$ cat src/rtl/fetch_pkg.sv
// fetch_pkg: shared definitions for the fetch PC generator.
//   fetch_state_e - sequencer states (BOOT, RUN, REDIRECT)
//   INSTR_BYTES   - sequential fetch stride in bytes
//   CTR_W         - width of the performance counters
package fetch_pkg;

  localparam int INSTR_BYTES = 4;
  localparam int CTR_W       = 32;

  typedef enum logic [1:0] {
    ST_BOOT     = 2'd0,
    ST_RUN      = 2'd1,
    ST_REDIRECT = 2'd2
  } fetch_state_e;

endpackage

$ cat src/rtl/fetch_perf_ctr.sv
// fetch_perf_ctr: saturating event counter.
// Ports:
//   clk     - clock, rising edge
//   reset   - synchronous active-high reset, clears the count
//   inc_i   - count one event this cycle
//   count_o - registered count, holds at all-ones once reached
module fetch_perf_ctr
  import fetch_pkg::*;
(
  input  logic             clk,
  input  logic             reset,
  input  logic             inc_i,
  output logic [CTR_W-1:0] count_o
);

  logic [CTR_W-1:0] count_q, count_d;

  always_comb begin
    count_d = count_q;
    if (inc_i && (count_q != '1)) begin
      count_d = count_q + CTR_W'(1);
    end
  end

  always_ff @(posedge clk) begin
    if (reset) begin
      count_q <= '0;
    end else begin
      count_q <= count_d;
    end
  end

  assign count_o = count_q;

endmodule

$ cat src/rtl/fetch_pc_gen.sv
// fetch_pc_gen: instruction fetch address sequencer with branch redirect.
// Optional feature macro: FETCH_PERF_EN (performance counters; tied to 0 when
// undefined).
// Ports:
//   clk              - clock, rising edge
//   reset            - synchronous active-high reset
//   inBrValid        - one-cycle branch redirect request
//   inBta            - branch target address (bits [1:0] are dropped)
//   inFetchReady     - instruction memory accepts outFetchPc this cycle
//   outFetchValid    - fetch request valid
//   outFetchPc       - fetch address
//   outFlush         - one-cycle pulse after every accepted redirect
//   outMisalign      - pulses with outFlush when the target was misaligned
//   outFetchCount    - completed fetch handshakes (saturating)
//   outRedirectCount - accepted redirects (saturating)
//
// state    | meaning
// ---------+-----------------------------------------------------------
// BOOT     | first cycle after reset, no fetch request, PC = RESET_PC
// RUN      | fetching sequentially, redirects taken on handshake
// REDIRECT | redirect arrived during a stall; held PC still requested,
//          | pending target applied when the handshake completes
module fetch_pc_gen
  import fetch_pkg::*;
#(
  parameter int                        BUS_DATA_WIDTH = 64,
  parameter logic [BUS_DATA_WIDTH-1:0] RESET_PC       = '0
) (
  input  logic                      clk,
  input  logic                      reset,
  input  logic                      inBrValid,
  input  logic [BUS_DATA_WIDTH-1:0] inBta,
  input  logic                      inFetchReady,
  output logic                      outFetchValid,
  output logic [BUS_DATA_WIDTH-1:0] outFetchPc,
  output logic                      outFlush,
  output logic                      outMisalign,
  output logic [CTR_W-1:0]          outFetchCount,
  output logic [CTR_W-1:0]          outRedirectCount
);

  fetch_state_e              state_q, state_d;
  logic [BUS_DATA_WIDTH-1:0] pc_q, pc_d;
  logic [BUS_DATA_WIDTH-1:0] pend_q, pend_d;
  logic                      valid_q, valid_d;
  logic                      flush_q, flush_d;
  logic                      misalign_q, misalign_d;

  logic                      hs;
  logic [BUS_DATA_WIDTH-1:0] bta_al;
  logic [BUS_DATA_WIDTH-1:0] pc_inc;

  assign hs     = valid_q & inFetchReady;
  assign bta_al = {inBta[BUS_DATA_WIDTH-1:2], 2'b00};
  // Plain add wraps naturally at 2^BUS_DATA_WIDTH.
  assign pc_inc = pc_q + BUS_DATA_WIDTH'(INSTR_BYTES);

  always_comb begin
    state_d    = state_q;
    pc_d       = pc_q;
    pend_d     = pend_q;
    valid_d    = valid_q;
    flush_d    = 1'b0;
    misalign_d = 1'b0;

    // Every redirect is accepted in every state; only where the target lands
    // depends on the state and the handshake.
    if (inBrValid) begin
      flush_d    = 1'b1;
      misalign_d = |inBta[1:0];
    end

    case (state_q)
      ST_BOOT: begin
        valid_d = 1'b1;
        state_d = ST_RUN;
        if (inBrValid) begin
          pc_d = bta_al;
        end
      end
      ST_RUN: begin
        valid_d = 1'b1;
        if (inBrValid) begin
          if (hs) begin
            pc_d = bta_al;
          end else begin
            // Stalled: keep the requested PC stable, remember the target.
            pend_d  = bta_al;
            state_d = ST_REDIRECT;
          end
        end else if (hs) begin
          pc_d = pc_inc;
        end
      end
      ST_REDIRECT: begin
        valid_d = 1'b1;
        if (inBrValid) begin
          pend_d = bta_al;
        end
        if (hs) begin
          // A redirect arriving on the releasing cycle is the newest target.
          pc_d    = inBrValid ? bta_al : pend_q;
          state_d = ST_RUN;
        end
      end
      default: begin
        state_d = ST_BOOT;
        valid_d = 1'b0;
      end
    endcase
  end

  always_ff @(posedge clk) begin
    if (reset) begin
      state_q    <= ST_BOOT;
      pc_q       <= RESET_PC;
      pend_q     <= '0;
      valid_q    <= 1'b0;
      flush_q    <= 1'b0;
      misalign_q <= 1'b0;
    end else begin
      state_q    <= state_d;
      pc_q       <= pc_d;
      pend_q     <= pend_d;
      valid_q    <= valid_d;
      flush_q    <= flush_d;
      misalign_q <= misalign_d;
    end
  end

  assign outFetchValid = valid_q;
  assign outFetchPc    = pc_q;
  assign outFlush      = flush_q;
  assign outMisalign   = misalign_q;

`ifdef FETCH_PERF_EN
  fetch_perf_ctr u_fetch_ctr (
    .clk     (clk),
    .reset   (reset),
    .inc_i   (hs),
    .count_o (outFetchCount)
  );

  fetch_perf_ctr u_redirect_ctr (
    .clk     (clk),
    .reset   (reset),
    .inc_i   (inBrValid),
    .count_o (outRedirectCount)
  );
`else
  assign outFetchCount    = '0;
  assign outRedirectCount = '0;
`endif

endmodule

$ cat config.mk
export PLATFORM = sky130hd
export DESIGN_NAME = fetch_pc_gen
export DESIGN_NICKNAME = d
export VERILOG_FILES = /design/src/rtl/fetch_pkg.sv /design/src/rtl/fetch_perf_ctr.sv /design/src/rtl/fetch_pc_gen.sv
export SDC_FILE = /design/constraint.sdc
export NUM_CORES = 1
export LEC_CHECK = 0
export CORE_MARGIN = 2
export CORE_UTILIZATION = 40
export DETAILED_ROUTE_END_ITERATION = 7
export PLACE_DENSITY = 0.76
export SLEW_MARGIN = 5
export SYNTH_ARGS = -nofsm -noshare
export SYNTH_HDL_FRONTEND = slang
export SYNTH_SLANG_ARGS = --single-unit
$ cat constraint.sdc
create_clock -name clk -period 3.5 [get_ports clk]
set_clock_uncertainty 0.2 [all_clocks]
set_input_delay 0.7 -clock clk [delete_from_list [all_inputs] [get_ports clk]]
set_output_delay 0.7 -clock clk [all_outputs]
set_load 0.05 [all_outputs]
==> results.toml <==
[sta]
drv_slew = 0
max_freq_ghz = 0.338
relSlewSlack_pct = 36.0
hold_viol = 0
worst_slew_pin_slew_ps = 960
setup_viol = 0
min_period_over_period_pct = 84.6
period_minus_slack_ps = 2960
rsz0062_at_grt = "false"
fin_tns_setup_ps = 0

[grt]
grt_usage_pct = 26.4
grt_pass1_wl_um = 45300
grt_pass1_vias = 8105
antenna_found_initial = 0
grt_max_degree = 85
overflow = 0

[clock_network]
cts.sinks = 133
cts-buffers-inserted = 17
cts_tree = "built"
htreeDepth = 4
cts_hold_buf = 0
cts_setup_buffers = 0
clkSlewWorstSetupHoldPaths_ps = 70
clk_latency_ps = 430
clock-root-buffer = "clkbuf_16"
cts_resized = 0
ctsLongestPathBuffers = 2

[floorplanning]
die_w_um = 146
io_pins = 199
initial_utilization_pct = 41.1
rows = 51
core_um2 = 19600
dieArea_um2 = 21300
die_y_um = 146

[yosys]
synth_cell_type_count = 70
netlist_area_um2 = 8060
syn_area_per_cell_um2 = 7.37
synth_edf_count = 0
syn_inst = 1094
synth_seq_cells = 133
synth-seq-area-share_pct = 33.0
synthArstFlopShare_pct = 0
synth_warnings = 0
ys.flop_type = "dfxtp_1"

[place]
port_buffers = 134
gp_congestion = 0.965
hpwlAfterDp_um = 20100

[cells_and_area]
multi_input_area_um2 = 4830
seqCellArea_um2 = 2660
num_antenna_cells = 0
syn2layout_area_growth_pct = 26.6
drive_above_1_share_pct = 8.06
nFillCells = 1881
utilization_pct = 52.1
nNetsFinal = 1289

[status]
status = "complete, no violations"

[routing]
drt_iter0_drc = 995
avgViaCountPerCell = 5.91
antenna_left = 0
wl_per_cell_um = 19.2
vias = 8823
routed_wl_um = 28600
firstDrtPassIters = 6
drc = 0

[pwr]
cellLeakagePower_nw = 3.57
cellPowerDensity_nw_per_um2 = 639
irDropWorstVdd_uv = 359

[run]
drv_cap = 0

[critical_path]
endpoint_kind = "flop"
crit_path_max_fanout = 9
worstPathArrival_ps = 3080
crit_required_ps = 3610
cp-start-kind = "flop"
path_class = "flop to flop"
reg2reg_depth = 6

[hold_path]
min_path_type = "flop to flop"
holdPathStages = 2
[cell usage after synthesis (7+ instances only)]
cell type	number	share of area [%]
a21oi_1	88	5.5
a221o_1	26	3.2
a221oi_1	14	1.5
a22o_1	14	1.5
a22oi_1	16	1.5
a31oi_1	11	0.85
and3_1	14	1.1
and4_1	8	0.87
buf_2	7	0.43
buf_4	64	6.0
clkbuf_1	65	3.0
dfxtp_1	133	33
inv_1	13	0.61
mux2i_1	7	0.87
nand2_1	196	9.1
nand3_1	26	1.6
nand4_1	21	1.6
nor2_1	76	3.5
nor3_1	35	2.2
nor4_1	21	1.6
o21ai_0	99	6.1
o221ai_1	10	1.1
or3_1	8	0.62
or4_1	8	0.75
xnor2_1	12	1.3
[flip-flops by register name (all words and copies together), names as in the netlist]
signal         flops
outFetchPc        64
outFetchValid      1
outFlush           1
outMisalign        1
pend_q            64
state_q            2
[path summary, 6_finish.rpt]
path | start | endpoint | slack [ps]
hold reg to reg | pend_q[5] | pend_q[5] | 250
setup reg to reg | outFetchPc[4] | outFetchPc[57] | 540
setup / recovery | outFetchPc[4] | outFetchPc[57] | 540
hold / removal | pend_q[5] | pend_q[5] | 250
[logic make-up (layout without fill, tap and decap cells)]
group | count (synthesis) | after routing | synth area share (%)
compound gates | 328 | 328 | 26.5
xor+xnor | 15 | 15 | 1.63
fa+ha+maj | 6 | 6 | 0.931
buf+inv | 155 | 226 | 10.3
flops | 133 | 133 | 33.0
mux | 8 | 8 | 1.01
other cells | 1 | 64 | 0.0465
simple gates | 448 | 448 | 26.6
[where the power goes]
part,total (mW),switching [mW],internal (mW)
Sequential,2.11,0.359,1.75
Combinational,2.48,1.65,0.831
Clock,1.94,0.738,1.20
Total,6.52,2.75,3.78
[through the flow]
stage	instance area, um^2	instances	total power, mW	setup WS, ps	hold WS [ps]
2_1_floorplan	8300	1157	3.72	606	233
3_3_place_gp	9570	1461	4.53	460	240
3_5_place_dp	9570	1461	4.57	370	246
4_1_cts	10200	1493	6.49	629	254
5_1_grt	10200	1493	6.78	422	267
6_report	10200	1493	6.52	537	252
[layout by cell type, fill, tap and decap left out, types with 16 or more instances in the layout]
cell and instances:
a21oi_1 88, a221o_1 26, a22oi_1 16, buf_4 46, clkbuf_16 17, clkdlybuf4s50_1 133, conb_1 64, dfxtp_1 133
nand2_1 195, nand3_1 26, nand4_1 21, nor2_1 76, nor3_1 34, nor4_1 19, o21ai_0 99
[critical path, cell delays in order (launching register included)]
cell and delay (ps):
dfxtp_1 500, and4_1 330, and3_1 440, nand4_1 390, nor3_1 540, a21oi_1 140
a311o_1 290
[cell type report]
class	count	share of cell area [%]
Clock buffer	17	4.17
Clock inverter	15	2.01
Inverter	14	0.515
Multi-Input combinational cell	869	47.3
Sequential cell	133	26.1
Tap cell	265	3.25
Timing Repair Buffer	180	16.6
[per-layer routing]
metal	wire (um)	GRT usage [%]
met5	0	0
met3	2900	6.55
met1	12100	36.0
met2	12900	40.4
met4	716	9.56
Power figures use the tool's default switching activity.
